### config.mk
export PLATFORM = sky130hd
export DESIGN_NAME = button_bounce_emulator_flat
export DESIGN_NICKNAME = d
export VERILOG_FILES = /design/src/rtl/button_bounce_emulator_pkg.sv /design/src/rtl/button_bounce_emulator_if.sv /design/src/rtl/button_bounce_emulator_lfsr16.sv /design/src/rtl/button_bounce_emulator.sv /design/src/flat_wrapper.sv
export SDC_FILE = /design/constraint.sdc
export NUM_CORES = 1
export LEC_CHECK = 0
export ABC_AREA = 1
export BUFFER_PORTS_ARGS = -buffer_cell sky130_fd_sc_hd__clkbuf_2
export CORE_MARGIN = 5
export CORE_UTILIZATION = 50
export DETAILED_ROUTE_END_ITERATION = 8
export GPL_ROUTABILITY_DRIVEN = 0
export GPL_TIMING_DRIVEN = 0
export PLACE_DENSITY = 0.76
export SLEW_MARGIN = 20
export SYNTH_ARGS = -nofsm -noshare
export SYNTH_HDL_FRONTEND = slang
export SYNTH_SLANG_ARGS = --single-unit
### constraint.sdc
create_clock -name clk -period 4.6 [get_ports clk]
set_input_delay 1.38 -clock clk [delete_from_list [all_inputs] [get_ports clk]]
set_output_delay 1.38 -clock clk [all_outputs]
set_load 0.005 [all_outputs]
### src/rtl/button_bounce_emulator_pkg.sv
`default_nettype none
// ============================================================================
//  Module      : button_bounce_emulator_pkg
//  Description : Shared types and constants for the bouncy-contact emulator
//                and its LFSR helper.
//  Revision    : 1.0  initial release
// ============================================================================
package button_bounce_emulator_pkg;

    // Emulator control states
    typedef enum logic [1:0] {
        ST_IDLE   = 2'd0,
        ST_BOUNCE = 2'd1,
        ST_SETTLE = 2'd2
    } state_t;

    // Galois feedback taps for a maximal-length 16-bit right-shift LFSR
    localparam logic [15:0] LFSR_MASK = 16'hB400;

    // One LFSR step: shift right, fold the taps in when bit 0 falls out
    function automatic logic [15:0] lfsr_step(input logic [15:0] q);
        return q[0] ? ((q >> 1) ^ LFSR_MASK) : (q >> 1);
    endfunction

endpackage
`default_nettype wire

### src/rtl/button_bounce_emulator_if.sv
`default_nettype none
// ============================================================================
//  Module      : button_bounce_emulator_if
//  Description : Command handshake and contact outputs of the emulator.
//                master = command source, slave = emulator.
//  Revision    : 1.0  initial release
// ============================================================================
interface button_bounce_emulator_if;
    logic cmd_valid;
    logic cmd_level;
    logic cmd_ready;
    logic b_out;
    logic busy;
    logic done;

    modport master (
        output cmd_valid,
        output cmd_level,
        input  cmd_ready,
        input  b_out,
        input  busy,
        input  done
    );

    modport slave (
        input  cmd_valid,
        input  cmd_level,
        output cmd_ready,
        output b_out,
        output busy,
        output done
    );
endinterface
`default_nettype wire

### src/rtl/button_bounce_emulator_lfsr16.sv
`default_nettype none
// ============================================================================
//  Module      : lfsr16
//  Description : 16-bit Galois LFSR with enable; loads seed on reset.
//                Seed must be non-zero and is expected to be a constant.
//  Revision    : 1.0  initial release
// ============================================================================
module lfsr16
    import button_bounce_emulator_pkg::*;
(
    input  logic        clk,
    input  logic        rst,
    input  logic        en,
    input  logic [15:0] seed,
    output logic [15:0] q
);

    logic [15:0] r_q;

    // Advance one step per enable; a non-zero seed never reaches zero
    always_ff @(posedge clk or negedge rst) begin
        if (!rst) begin
            r_q <= seed;
        end else if (en) begin
            r_q <= lfsr_step(r_q);
        end
    end

    assign q = r_q;

endmodule
`default_nettype wire

### src/rtl/button_bounce_emulator.sv
`default_nettype none
// ============================================================================
//  Module      : button_bounce_emulator
//  Description : Turns a clean level command into a bouncy contact signal:
//                an odd burst of pseudo-random toggles with random tick gaps,
//                then a settle period ending in a one-cycle done pulse.
//  Revision    : 1.0  initial release
// ============================================================================
module button_bounce_emulator
    import button_bounce_emulator_pkg::*;
#(
    parameter int          BOUNCE_MAX   = 4,
    parameter int          GAP_MAX      = 4,
    parameter int          SETTLE_TICKS = 10,
    parameter logic        IDLE_LEVEL   = 1'b0,
    parameter logic [15:0] SEED         = 16'hACE1
) (
    input  logic                          clk,
    input  logic                          rst,
    input  logic                          tick,
    button_bounce_emulator_if.slave       bus
);

    // Remaining toggles reach 2*BOUNCE_MAX-1; gap reaches GAP_MAX
    localparam int TW = $clog2(2 * BOUNCE_MAX);
    localparam int GW = $clog2(GAP_MAX + 1);
    localparam int SW = $clog2(SETTLE_TICKS + 1);

    localparam logic [7:0] c_k_mask = 8'(BOUNCE_MAX - 1);
    localparam logic [7:0] c_g_mask = 8'(GAP_MAX - 1);

    state_t         r_state;
    logic           r_b_out;
    logic           r_done;
    logic [TW-1:0]  r_toggles;
    logic [GW-1:0]  r_gap;
    logic [SW-1:0]  r_settle;

    logic [15:0]    w_lfsr;
    logic           w_accept;
    logic           w_toggle;
    logic [7:0]     w_k;
    logic [8:0]     w_gap_sum;

    assign w_accept  = bus.cmd_valid && (r_state == ST_IDLE);
    // A zero gap marks the untimed first toggle right after acceptance
    assign w_toggle  = (r_state == ST_BOUNCE) &&
                       ((r_gap == '0) || (tick && (r_gap == GW'(1))));
    assign w_k       = w_lfsr[7:0] & c_k_mask;
    assign w_gap_sum = {1'b0, w_lfsr[15:8] & c_g_mask} + 9'd1;

    lfsr16 u_lfsr (
        .clk  (clk),
        .rst  (rst),
        .en   (w_accept || w_toggle),
        .seed (SEED),
        .q    (w_lfsr)
    );

    // Control FSM: acceptance, timed toggling and settle countdown
    always_ff @(posedge clk or negedge rst) begin
        if (!rst) begin
            r_state   <= ST_IDLE;
            r_b_out   <= IDLE_LEVEL;
            r_done    <= 1'b0;
            r_toggles <= '0;
            r_gap     <= '0;
            r_settle  <= '0;
        end else begin
            r_done <= 1'b0;
            case (r_state)
                ST_IDLE: begin
                    if (w_accept) begin
                        if (bus.cmd_level == r_b_out) begin
                            r_done <= 1'b1;
                        end else begin
                            // Odd toggle count guarantees b_out ends at the target
                            r_toggles <= TW'({w_k, 1'b1});
                            r_gap     <= '0;
                            r_state   <= ST_BOUNCE;
                        end
                    end
                end
                ST_BOUNCE: begin
                    if (w_toggle) begin
                        r_b_out <= ~r_b_out;
                        if (r_toggles == TW'(1)) begin
                            r_settle <= SW'(SETTLE_TICKS);
                            r_state  <= ST_SETTLE;
                        end else begin
                            r_toggles <= r_toggles - TW'(1);
                            r_gap     <= GW'(w_gap_sum);
                        end
                    end else if (tick) begin
                        r_gap <= r_gap - GW'(1);
                    end
                end
                ST_SETTLE: begin
                    if (tick) begin
                        if (r_settle == SW'(1)) begin
                            r_state <= ST_IDLE;
                            r_done  <= 1'b1;
                        end else begin
                            r_settle <= r_settle - SW'(1);
                        end
                    end
                end
                default: r_state <= ST_IDLE;
            endcase
        end
    end

    assign bus.cmd_ready = (r_state == ST_IDLE);
    assign bus.busy      = (r_state != ST_IDLE);
    assign bus.b_out     = r_b_out;
    assign bus.done      = r_done;

endmodule
`default_nettype wire

### src/flat_wrapper.sv
// flat-port wrapper written by rule: the top's interface ports become plain ports
module button_bounce_emulator_flat import button_bounce_emulator_pkg::*;
#(
    parameter int          BOUNCE_MAX   = 4,
    parameter int          GAP_MAX      = 4,
    parameter int          SETTLE_TICKS = 10,
    parameter logic        IDLE_LEVEL   = 1'b0,
    parameter logic [15:0] SEED         = 16'hACE1
)
  (clk, rst, tick, bus_cmd_valid, bus_cmd_level, bus_cmd_ready, bus_b_out, bus_busy, bus_done);
  button_bounce_emulator_if bus_i ();
  input  logic clk;
  input  logic rst;
  input  logic tick;
  input wire logic [$bits(bus_i.cmd_valid)-1:0] bus_cmd_valid;
  input wire logic [$bits(bus_i.cmd_level)-1:0] bus_cmd_level;
  output wire logic [$bits(bus_i.cmd_ready)-1:0] bus_cmd_ready;
  output wire logic [$bits(bus_i.b_out)-1:0] bus_b_out;
  output wire logic [$bits(bus_i.busy)-1:0] bus_busy;
  output wire logic [$bits(bus_i.done)-1:0] bus_done;
  assign bus_i.cmd_valid = bus_cmd_valid;
  assign bus_i.cmd_level = bus_cmd_level;
  assign bus_cmd_ready = bus_i.cmd_ready;
  assign bus_b_out = bus_i.b_out;
  assign bus_busy = bus_i.busy;
  assign bus_done = bus_i.done;
  button_bounce_emulator #(.BOUNCE_MAX(BOUNCE_MAX), .GAP_MAX(GAP_MAX), .SETTLE_TICKS(SETTLE_TICKS), .IDLE_LEVEL(IDLE_LEVEL), .SEED(SEED)) u_core (.clk(clk), .rst(rst), .tick(tick), .bus(bus_i));
endmodule
Yosys cells after proc, flatten, opt, wreduce, memory -nomap -nowiden
Index checks and enable logic that the tools add are counted.
W data, S select, Z words.
{"block": "op_classes", "n_addsub": 4, "mul": 0, "div": 0, "n_lt_le_gt_ge": 0, "n_eq_ne": 16, "shift": 0, "n_mux": 29, "bitwise_logic": 2, "reduce_logical": 15}
{"op": "$mux W3", "n": 9}
{"op": "$mux W16", "n": 1}
{"op": "$mux W4", "n": 4}
{"op": "$reduce_and A5 Y1", "n": 3}
{"op": "$mux W2", "n": 6}
{"op": "$pmux W3 S2", "n": 2}
{"op": "$ne A2 B2 Y1 const B", "n": 5}
{"op": "$pmux W4 S2", "n": 1}
{"op": "$eq A3 B1 Y1 const B", "n": 2}
{"op": "$ne A2 B1 Y1 const B", "n": 3}
{"op": "$pmux W2 S3", "n": 1}
{"op": "$reduce_and A6 Y1", "n": 1}
{"op": "$reduce_bool A2 Y1", "n": 3}
{"op": "$sub A3 B1 Y3 const B", "n": 2}
{"op": "$eq A4 B1 Y1 const B", "n": 1}
{"op": "$mux W1", "n": 4}
{"op": "$not A3 Y4", "n": 1}
{"op": "$sub A4 B1 Y4 const B", "n": 1}
{"op": "$add A2 B1 Y3 const B", "n": 1}
{"op": "$logic_and A1 B1 Y1", "n": 3}
{"op": "$logic_not A3 Y1", "n": 1}
{"op": "$ne A3 B2 Y1 const B", "n": 1}
{"op": "$ne A3 B3 Y1 const B", "n": 1}
{"op": "$eq A2 B1 Y1 const B", "n": 1}
{"op": "other kinds (7)", "n": 8}
{"block": "word_totals", "reg_bits": 30, "latch_bits": 0, "ramBits": 0, "romBits": 0, "input_bits": 5, "out_inout_bits": 4, "mem_count": 0}

Longest topological paths before layout
{"block": "logic_depth", "ltp_word": 6, "depth_mapped": 10, "mapped_depth_nobuf": 10}

Worst setup path after synthesis
OpenSTA, ideal clock, no wires.
{"block": "synth_timing", "path_type": "input -> register", "startpoint": "input bus_cmd_level", "endpoint": "register u_core.r_toggles[2]", "arrival_ns": 2.076, "required_time_ns": 4.481, "path_slack_ns": 2.406, "path_stages": 7, "path_cell_list": "inv_1 nand2_1 nand2_1 o21ai_0 nand3_1 nand2_1 nand2_1"}
{"block": "synth_via", "elab_chain_cells": 3}
{"element": "from (decl)", "line": "flat_wrapper.sv:16", "source": "input wire logic [$bits(bus_i.cmd_level)-1:0] bus_cmd_level;"}
{"element": "$eq A1 B1 Y1", "line": "button_bounce_emulator.sv:74", "source": "if (bus.cmd_level == r_b_out) begin"}
{"element": "$ne A2 B2 Y1 (no source line)"}
{"element": "$reduce_and A5 Y1 (no source line)"}
{"element": "to (signal assigned)", "line": "button_bounce_emulator.sv:78", "source": "r_toggles <= TW'({w_k, 1'b1});"}
{"element": "to (signal assigned)", "line": "button_bounce_emulator.sv:91", "source": "r_toggles <= r_toggles - TW'(1);"}
{"element": "to (decl)", "line": "button_bounce_emulator.sv:35", "source": "logic [TW-1:0] r_toggles;"}
Every way passes these cells.
A chain may end at the register's enable or synchronous reset.

Worst setup path after layout
{"block": "layout_timing", "startpoint": "register u_core.r_state[1]", "endpoint": "output bus_busy"}
{"block": "layout_via", "elab_chain_cells": 1}
{"element": "from (decl)", "line": "button_bounce_emulator.sv:32", "source": "state_t r_state;"}
{"element": "from (signal assigned)", "line": "button_bounce_emulator.sv:63", "source": "r_state <= ST_IDLE;"}
{"element": "from (signal assigned)", "line": "button_bounce_emulator.sv:80", "source": "r_state <= ST_BOUNCE;"}
{"element": "from (signal assigned)", "line": "button_bounce_emulator.sv:89", "source": "r_state <= ST_SETTLE;"}
{"element": "$reduce_bool A2 Y1", "line": "button_bounce_emulator.sv:114", "source": "assign bus.busy = (r_state != ST_IDLE);"}
{"element": "to (decl)", "line": "flat_wrapper.sv:19", "source": "output wire logic [$bits(bus_i.busy)-1:0] bus_busy;"}
Every way passes these cells.

==> flow_summary.toml <==
[clock_tree]
clk_latency_ps = 340
cts_sinks = 30
post_cts_buffers = 0
clock_path_buffers = 2
cts_resized = 0
cts_root_buf = "clkbuf_4"
numCtsBuffers = 5
cts_tree = "done"
clk_pin_slew_ps = 100
cts_hold_buffers = 0
cts_max_level = 2

[power_and_ir_drop]
clkPwrFrac_pct = 20.4
seqPwrFrac_pct = 32.8
p_sw_uw = 569
p_int_uw = 808
p_comb_share_pct = 46.8
p_leak_nw = 0.975
powerDensity_nw_per_um2 = 730
sw_frac_of_total_pct = 41.3
irDropWorstVdd_uv = 315

[routing]
vias = 1326
vias_per_cell = 4.97
wl_per_cell_microns = 11.3
first_iter_violations = 58
wirelength_mm = 3.02
drt_pass1_iterations = 5
ant_nets = 0
drc_errors = 0

[sta]
worstMarginPinSlew_ps = 729
setup_tns_ps = 0
finalCriticalPeriod_ps = 2650
rsz0062_at_grt = "no"
min_period_over_period_pct = 57.5
relSlewSlack_pct = 51.4
hold_viol = 0
drv_slew = 0
setup_violations = 0
fmax_mhz = 378
fin_skew_ps = 9.62

[yosys]
synth_common_cells = "60 x nand2_1, 39 x inv_1, 22 x dfrtp_1, 16 x nand3_1, 10 x o21ai_1"
ys_seq_area_share_pct = 45.4
yosysMostFrequentCell = "nand2_1"
netlist-cell-type-count = 21
synth-edff-count = 0
yosysTopAreaCell = "dfrtp_1"
synth_seq_cells = 30
synthFlopType = "dfrtp_1"
avgSynthCellArea_sq_um = 8.18
synthesis.nets = 218
yosys_warnings = 0
synth.top_cells.by_area = "dfrtp_1 33%, nand2_1 13%, dfstp_2 13%, inv_1 8.7%, ha_1 6.0%"
async_reset_ff_share_pct = 100
syn_area_sq_um = 1680
syn_inst = 205
synth_top_area_share_pct = 32.8

[worst_setup_path]
critPathMaxStageDelay_ps = 490
crit_chain = "nor2_4, inv_1, clkbuf_2"
end_kind = "output port"
cp_slowest_cell = "dfrtp_1"
worstPathMaxFanout = 6
startpoint_type = "flip-flop"
crit_type = "flip-flop to output port"
cp.arrival_ps = 1270
crit_required_ps = 3220

[die]
die_w_microns = 67.9
initial_core_util_pct = 51.0
core_sq_um = 3280
io-pin-count = 9
row_count = 21
die_area_sq_um = 4610
fp.dieH_microns = 67.9

[grt]
grt_pass1_vias = 1274
overflow = 0
grt_use_total_pct = 16.1
antenna_found_initial = 0
grt_pass1_wl_mm = 5.51
grt_max_degree = 31

[final_layout]
nets = 233
n_antenna_cell = 0
post-route-util_pct = 57.4
area_growth_pct = 12.5
drive_gt1_share_pct = 18.6
fill_cells = 302

[placement]
portBuffers = 8
dpl.hpwl_mm = 2.19

[outcome]
status = "finished, final reports clean"

[min_path]
holdCritPathClass = "flip-flop to flip-flop"

[job]
drv_cap = 0
## state kept, by name (all words and copies together), names as in the netlist
register / count
u_core.bus.b_out: 1
u_core.r_toggles: 3
u_core.bus.done: 1
u_core.u_lfsr.q: 16
u_core.r_state: 2
u_core.r_gap: 3
u_core.r_settle: 4
## worst max-delay path, delay by kind of cell, from the launching register on
kind / cells / cell delay (ps)
buffers and inverters: 2 / 240
flip-flops: 1 / 490
AND/OR/NAND/NOR: 1 / 200
## layout make-up
type                       instances  area, sq um  area share, %
sequential                        30          761           40.3
clock buffer                       6         51.3           2.72
tap                               46         57.6           3.05
inverter                          41          154           8.16
multi-input combinational        129          719           38.2
timing repair buffer               8         40.0           2.12
clock inverter                     2         60.1           3.19
buffer                             5         42.5           2.26
## power by group through the flow
stage	sequential (mW)	clock, mW	combinational (mW)
CTS	0.452	0.291	0.652
global placement	0.454	0	0.626
global route	0.465	0.300	0.749
finish	0.452	0.281	0.644
detailed placement	0.456	0	0.646
floorplan	0.443	0	0.511
## logic make-up after synthesis
group,share of synthesized area (%)
AND/OR/NAND/NOR,26.3
AO/OA/AOI/OAI,7.99
adder cells (fa/ha/maj),5.97
flip-flops,45.4
buffers and inverters,11.7
XOR/XNOR,2.61
## metal layers
metal	global-route usage (%)	wire length, microns	vias up
met5	0	0	-
met4	5.96	62	0
met3	4.93	107	6
met2	27.5	1470	21
met1	19.0	1380	625
li1	-	-	674
## metrics by stage
stage / hold WS (ps) / worst slack, ps / instances / total power [mW] / instance area, sq um
final: 475 / 1950 / 267 / 1.38 / 1890
after floorplan: 442 / 2410 / 205 / 0.955 / 1680
after detailed placement: 459 / 2130 / 259 / 1.10 / 1770
after global placement: 455 / 2160 / 259 / 1.08 / 1770
after CTS: 478 / 1940 / 267 / 1.39 / 1890
after global routing: 485 / 1850 / 267 / 1.51 / 1890
## layout by cell type, fill, tap and decap left out, drive strengths merged
cell type and count:
clkbuf 15, nand2 62, a31oi 1, nand4 8, buf 4, o21ai 21
ha 8, inv 41, dfrtp 22, dfstp 8, o31ai 1, nand3 20
bufinv 2, nor2 3, xor2 5
## final timing paths
path	start	endpoint	slack [ps]	cells after the start
max reg2reg	u_core.r_gap[0]$_DFFE_PN0P_	u_core.u_lfsr.q[6]$_DFFE_PN1P_	2820	9
min reg2reg	u_core.u_lfsr.q[5]$_DFFE_PN1P_	u_core.u_lfsr.q[5]$_DFFE_PN1P_	470	2
max in group asynchronous	rst	u_core.r_gap[0]$_DFFE_PN0P_	3040	1
min	u_core.u_lfsr.q[5]$_DFFE_PN1P_	u_core.u_lfsr.q[5]$_DFFE_PN1P_	470	2
max	u_core.r_state[1]$_DFFE_PN0P_	bus_busy	1950	3
min in group asynchronous	rst	u_core.r_state[0]$_DFFE_PN0P_	1080	1
Power figures use the tool's default switching activity.
